[src/rtl/tpu_rst_pkg.sv]
// tpu_rst_pkg: state encoding and default timing shared by the staged reset sequencer.
package tpu_rst_pkg;
    localparam int ST_W = 3;
    typedef enum logic [ST_W-1:0] {HOLD, RELEASE, WAIT_ACK, GAP, RUN, ERROR} state_t;
    localparam int DEF_HOLD_CYC = 16;
    localparam int DEF_STAGE_GAP = 8;
    localparam int DEF_ACK_TIMEOUT = 255;
    function automatic int max3(input int a, input int b, input int c);
        int m;
        m = a > b ? a : b;
        return m > c ? m : c;
    endfunction
endpackage

[src/rtl/rst_seq_cnt.sv]
// rst_seq_cnt: loadable saturating down-counter with zero flag, reused for hold, gap and ack timeout.
module rst_seq_cnt #(
    parameter int W = 8,
    parameter int RST_VAL = 0
) (
    input  logic         clk,
    input  logic         rst,
    input  logic         i_load,
    input  logic         i_dec,
    input  logic [W-1:0] i_load_val,
    output logic         o_zero
);
    logic [W-1:0] r_cnt;
    always_ff @(posedge clk or posedge rst) begin
        if (rst) r_cnt <= W'(RST_VAL);
        else if (i_load) r_cnt <= i_load_val;
        else if (i_dec && r_cnt != '0) r_cnt <= r_cnt - 1'b1;
    end
    assign o_zero = r_cnt == '0;
endmodule

[src/rtl/rst_stage_sequencer.sv]
// rst_stage_sequencer: holds all sub-domain resets, releases them in index order waiting on each ack,
// and reports ready or ack timeout; soft reset re-runs the sequence from RUN or ERROR.
module rst_stage_sequencer
    import tpu_rst_pkg::*;
#(
    parameter int N_STAGES = 4,
    parameter int HOLD_CYC = DEF_HOLD_CYC,
    parameter int STAGE_GAP = DEF_STAGE_GAP,
    parameter int ACK_TIMEOUT = DEF_ACK_TIMEOUT
) (
    input  logic                        clk,
    input  logic                        rst,
    input  logic                        soft_rst_req,
    output logic                        soft_rst_ack,
    input  logic [N_STAGES-1:0]         stage_ack,
    output logic [N_STAGES-1:0]         stage_rst,
    output logic                        sys_ready,
    output logic                        timeout_err,
    output logic [$clog2(N_STAGES)-1:0] err_stage
);
    localparam int IW = $clog2(N_STAGES);
    localparam int CW = $clog2(max3(HOLD_CYC, STAGE_GAP, ACK_TIMEOUT) + 1);
    // Counter holds remaining-minus-one so the zero flag marks the last cycle of each wait
    localparam logic [CW-1:0] HOLD_LD = CW'(HOLD_CYC - 1);
    localparam logic [CW-1:0] GAP_LD = CW'(STAGE_GAP > 0 ? STAGE_GAP - 1 : 0);
    localparam logic [CW-1:0] ACK_LD = CW'(ACK_TIMEOUT - 1);
    localparam logic [IW-1:0] LAST = IW'(N_STAGES - 1);

    state_t                r_state;
    logic [IW-1:0]         r_idx;
    logic [N_STAGES-1:0]   r_stage_rst;
    logic                  r_sys_ready;
    logic                  r_timeout_err;
    logic [IW-1:0]         r_err_stage;
    logic                  r_soft_rst_ack;
    logic                  w_ack;
    logic                  w_zero;
    logic                  w_load;
    logic                  w_dec;
    logic [CW-1:0]         w_load_val;

    assign w_ack = stage_ack[r_idx];

    always_comb begin
        w_load = r_state == RELEASE
               || (r_state == WAIT_ACK && w_ack && r_idx != LAST && STAGE_GAP > 0)
               || ((r_state == RUN || r_state == ERROR) && soft_rst_req);
        w_load_val = r_state == RELEASE ? ACK_LD : r_state == WAIT_ACK ? GAP_LD : HOLD_LD;
        w_dec = r_state == HOLD || r_state == WAIT_ACK || r_state == GAP;
    end

    rst_seq_cnt #(.W(CW), .RST_VAL(HOLD_CYC - 1)) u_cnt (
        .clk        (clk),
        .rst        (rst),
        .i_load     (w_load),
        .i_dec      (w_dec),
        .i_load_val (w_load_val),
        .o_zero     (w_zero)
    );

    always_ff @(posedge clk or posedge rst) begin
        if (rst) begin
            r_state        <= HOLD;
            r_idx          <= '0;
            r_stage_rst    <= '1;
            r_sys_ready    <= 1'b0;
            r_timeout_err  <= 1'b0;
            r_err_stage    <= '0;
            r_soft_rst_ack <= 1'b0;
        end else begin
            r_soft_rst_ack <= 1'b0;
            case (r_state)
                HOLD: if (w_zero) r_state <= RELEASE;
                RELEASE: begin
                    r_stage_rst[r_idx] <= 1'b0;
                    r_state            <= WAIT_ACK;
                end
                // An ack on the expiry cycle still counts as success
                WAIT_ACK: begin
                    if (w_ack) begin
                        if (r_idx == LAST) begin
                            r_state     <= RUN;
                            r_sys_ready <= 1'b1;
                        end else if (STAGE_GAP == 0) begin
                            r_idx   <= r_idx + 1'b1;
                            r_state <= RELEASE;
                        end else begin
                            r_state <= GAP;
                        end
                    end else if (w_zero) begin
                        r_state       <= ERROR;
                        r_stage_rst   <= '1;
                        r_sys_ready   <= 1'b0;
                        r_timeout_err <= 1'b1;
                        r_err_stage   <= r_idx;
                    end
                end
                GAP: begin
                    if (w_zero) begin
                        r_idx   <= r_idx + 1'b1;
                        r_state <= RELEASE;
                    end
                end
                RUN, ERROR: begin
                    if (soft_rst_req) begin
                        r_state        <= HOLD;
                        r_idx          <= '0;
                        r_stage_rst    <= '1;
                        r_sys_ready    <= 1'b0;
                        r_timeout_err  <= 1'b0;
                        r_err_stage    <= '0;
                        r_soft_rst_ack <= 1'b1;
                    end
                end
                default: r_state <= HOLD;
            endcase
        end
    end

    assign stage_rst    = r_stage_rst;
    assign sys_ready    = r_sys_ready;
    assign timeout_err  = r_timeout_err;
    assign err_stage    = r_err_stage;
    assign soft_rst_ack = r_soft_rst_ack;
endmodule
[config.mk]
export PLATFORM = sky130hd
export DESIGN_NAME = rst_stage_sequencer
export DESIGN_NICKNAME = d
export VERILOG_FILES = /design/src/rtl/tpu_rst_pkg.sv /design/src/rtl/rst_seq_cnt.sv /design/src/rtl/rst_stage_sequencer.sv
export SDC_FILE = /design/constraint.sdc
export NUM_CORES = 1
export LEC_CHECK = 0
export ABC_AREA = 1
export BUFFER_PORTS_ARGS = -buffer_cell sky130_fd_sc_hd__buf_2
export CORE_UTILIZATION = 25
export CTS_CLUSTER_DIAMETER = 80
export DETAILED_ROUTE_END_ITERATION = 7
export PLACE_DENSITY = 0.47
export SETUP_SLACK_MARGIN = 0.1
export SYNTH_ARGS = -nofsm -noshare
export SYNTH_HDL_FRONTEND = slang
export SYNTH_SLANG_ARGS = --single-unit
[constraint.sdc]
create_clock -name clk -period 3.4 [get_ports clk]
set_input_delay 1.02 -clock clk [delete_from_list [all_inputs] [get_ports clk]]
set_output_delay 1.02 -clock clk [all_outputs]
set_load 0.02 [all_outputs]
==> metrics.md <==
| Metric | Value |
|---|---|
| Count of state elements after synthesis | 22 |
| Worst path cell trace | buf_2 |
| Remaining antenna violation count | 0 |
| Post-route cell area | 1540 µm² |
| Root Buffer | clkbuf_8 |
| Worst-margin pin slew | 0.870 ns |
| Syn_nets | 180 |
| Critical path fanouts, max | 2 |
| Final layout net count | 199 |
| Top Family by Delay on Critical Path | flip-flops |
| Initial antenna violation count | 0 |
| Post-layout minimum cycle time | 1.98 ns |
| Mux cell area share after synthesis | 0 |
| Die X | 74.5 µm |
| Compound-cell area share of the yosys netlist | 0.0629 |
| # hold bufs at CTS | 0 |
| Worst slack, placed | 1.37 ns |
| Die span in y | 74.5 µm |
| Placed instance area | 1470 µm² |
| Layout area overhead | 17.3% |
| CP Capture Type | primary output |
| GRT Max-Usage Layer | met2 |
| Met3 Usage GRT | 0.0298 |
| IR drop worst, VDD | 0.338 mV |
| Detailed Route WL | 2860 µm |
| Starting Density | 0.259 |
| Met1 track demand over resource | 0.143 |
| Number of setup buffers added after CTS | 0 |
| Worst EP arrival | 0.96 ns |
| Seq pwr share | 0.322 |
| Startpoint Class | flop |
| Cell Area, Synth | 1310 µm² |
| Number of DRC markers in iteration 0 | 76 |
| Clk Latency, worst-skew pair | 0.27 ns |
| Clk pwr share | 0.157 |
| Maximum clock path buffer count | 2 |
| Maximum number of pins on one net before global-route repair | 23 |
| RSZ-0062 raised after global routing | false |
| Critical path class | flop to primary output |
| Post-DR wirelength/cell | 11.2 µm |
| Max-Cap Viols | 0 |
| Slew Viols, Final | 0 |
| Final Skew | 0.00608 ns |
| CTS H-tree depth | 1 |
| N_diodes | 0 |
| Synth warn | 0 |
| Syn_area_per_cell | 7.86 µm² |
| Congestion Overflow GR | 0 |
| Pwr dens | 1030 nW/µm² |
| Clock sink count | 22 |
| TritonCTS clock tree | yes |
| Buffers & Inverters on Critical Path | 1 |
| PortBufs | 15 |
| Rel. slew slack | 0.419 |
| Row count | 26 |
| Total Routing Usage GR | 0.116 |
| Fillers | 582 |
| Post-synthesis adder-cell area fraction | 0.0572 |
| Core Area | 5070 µm² |
| Final setup violation count | 0 |
| Layout cells sized above 1 | 0.222 |
| Dpl hpwl | 2150 µm |
| Met2 Use GR | 0.203 |
| Via/cell ratio | 4.22 |
| Leak | 0.781 nW |
| Period utilization | 0.582 |
| Total Neg Setup Slack | 0 ns |
| First-pass GRT wire length | 4820 µm |
| Final RePlAce weighted congestion | 0.783 |
| Resized cells post-CTS | 0 |
| Largest family of logic cells by synthesized area | simple AND/OR/NAND/NOR gates |
| Synth unique cells | 25 |
| IO Count | 16 |
| Hold Vio Cnt, Final | 0 |
| Post-Synth XOR/XNOR Area | 0.0400 |
| Switching share of power | 0.470 |
| Total CTS buffers | 3 |
| Post-synthesis sequential area ratio | 0.427 |
| Switching power | 0.000749 W |
| Total die area | 5540 µm² |
| Logic pwr share | 0.522 |
| Number of global-route vias before repair | 1061 |
| Fmax | 505 MHz |
| HP Class | flop to flop |
| Max stage delay on crit path | 0.54 ns |
| Synth Area in Simple Gates | 0.350 |
| Via Count | 1077 |
| Slowest cell on the critical path | dfstp_2 |
| Status | finished, final reports clean |
| CP Data Required Time | 2.38 ns |
| Pwr Total | 0.00159 W |
| Syn Inst Count | 167 |
| Pre-antenna DRT Iters | 4 |
| P_int | 0.000843 W |
| Drt drc | 0 |
| Final Worst Setup Slack | 1.42 ns |
| Worst-path clk slew | 0.09 ns |
[layout make-up]
type	count	area, µm²	share of cell area
timing repair buffer	15	75.1	0.0488
tap	70	87.6	0.0569
clock inverter	1	30.0	0.0195
clock buffer	3	41.3	0.0268
inverter	20	75.1	0.0488
multi-input combinational	124	669	0.435
sequential	22	561	0.364
[cells by family (layout without fill, tap and decap cells)]
kind of cell    count (synthesis)  in the layout
compound gates                 15             15
xor+xnor                        6              6
fa+ha+maj                       6              6
buf+inv                        21             39
flops                          22             22
simple gates                   97             97
[cells in the mapped netlist]
cell | number | area [µm²]
nand2_1 | 58 | 218
inv_1 | 16 | 60.1
dfrtp_1 | 14 | 350
nor2_1 | 13 | 48.8
dfstp_2 | 8 | 210
nand3_1 | 8 | 40.0
nand4_1 | 7 | 43.8
o21ai_0 | 7 | 35.0
ha_1 | 6 | 75.1
xor2_1 | 5 | 43.8
inv_2 | 4 | 15.0
a21oi_1 | 3 | 15.0
a21boi_1 | 2 | 15.0
nand3_2 | 2 | 20.0
nor2_2 | 2 | 12.5
nor2_4 | 2 | 22.5
o21ai_1 | 2 | 10.0
buf_4 | 1 | 7.51
nand2_2 | 1 | 6.26
nand4_2 | 1 | 12.5
nand4_4 | 1 | 21.3
nor3_1 | 1 | 5.00
o31ai_1 | 1 | 7.51
or2_4 | 1 | 8.76
xnor2_1 | 1 | 8.76
[power by group through the flow]
stage | clock [W] | sequential [W] | combinational, W
floorplan | 0 | 0.000536 | 0.000622
global placement | 0 | 0.000521 | 0.000836
detailed placement | 0 | 0.000518 | 0.000840
CTS | 0.000260 | 0.000514 | 0.000845
global route | 0.000271 | 0.000533 | 0.000974
finish | 0.000249 | 0.000512 | 0.000830
[metrics by stage]
stage | std cells | util | hold WS, ns
after floorplan | 167 | - | 0.474
after global placement | 251 | 0.289 | 0.450
after detailed placement | 251 | 0.289 | 0.456
after CTS | 255 | 0.303 | 0.474
after global routing | 255 | 0.303 | 0.492
final | 255 | 0.303 | 0.466
[cells in the final DEF, fill, tap and decap left out, drive strengths merged]
master and n:
or2 1, dfstp 8, inv 20, xnor2 1, a21oi 3, nand3 10
ha 6, nand4 9, nand2 59, nor2 17, bufinv 1, clkbuf 3
nor3 1, buf 15, xor2 5, o21ai 9, o31ai 1, a21boi 2
dfrtp 14
[layer usage]
metal | part of all wire | up-vias | wire (µm)
li1 | - | 568 | -
met3 | 0.031 | 2 | 88
met4 | 0.0080 | 0 | 23
met1 | 0.47 | 492 | 1360
met5 | 0 | - | 0
met2 | 0.49 | 15 | 1400
[final timing paths]
path	from	cells after the start	endpoint	slack [ns]
min in group asynchronous	rst	2	r_state[0]$_DFFE_PP0P_	0.92
max reg2reg	u_cnt.r_cnt[0]$_DFFE_PP1P_	8	r_state[2]$_DFFE_PP0P_	1.66
min	stage_rst[1]$_DFFE_PP1P_	2	stage_rst[1]$_DFFE_PP1P_	0.47
max in group asynchronous	rst	2	u_cnt.r_cnt[6]$_DFFE_PP0P_	1.95
min reg2reg	stage_rst[1]$_DFFE_PP1P_	2	stage_rst[1]$_DFFE_PP1P_	0.47
max	stage_rst[0]$_DFFE_PP1P_	1	stage_rst[0]	1.42
[sequential cells by signal, indices dropped and copies added, names as in the netlist]
name,flops
soft_rst_ack,1
u_cnt.r_cnt,8
r_state,3
r_idx,2
err_stage,2
timeout_err,1
sys_ready,1
stage_rst,4
Note: power is estimated with default switching activity, not from simulation.
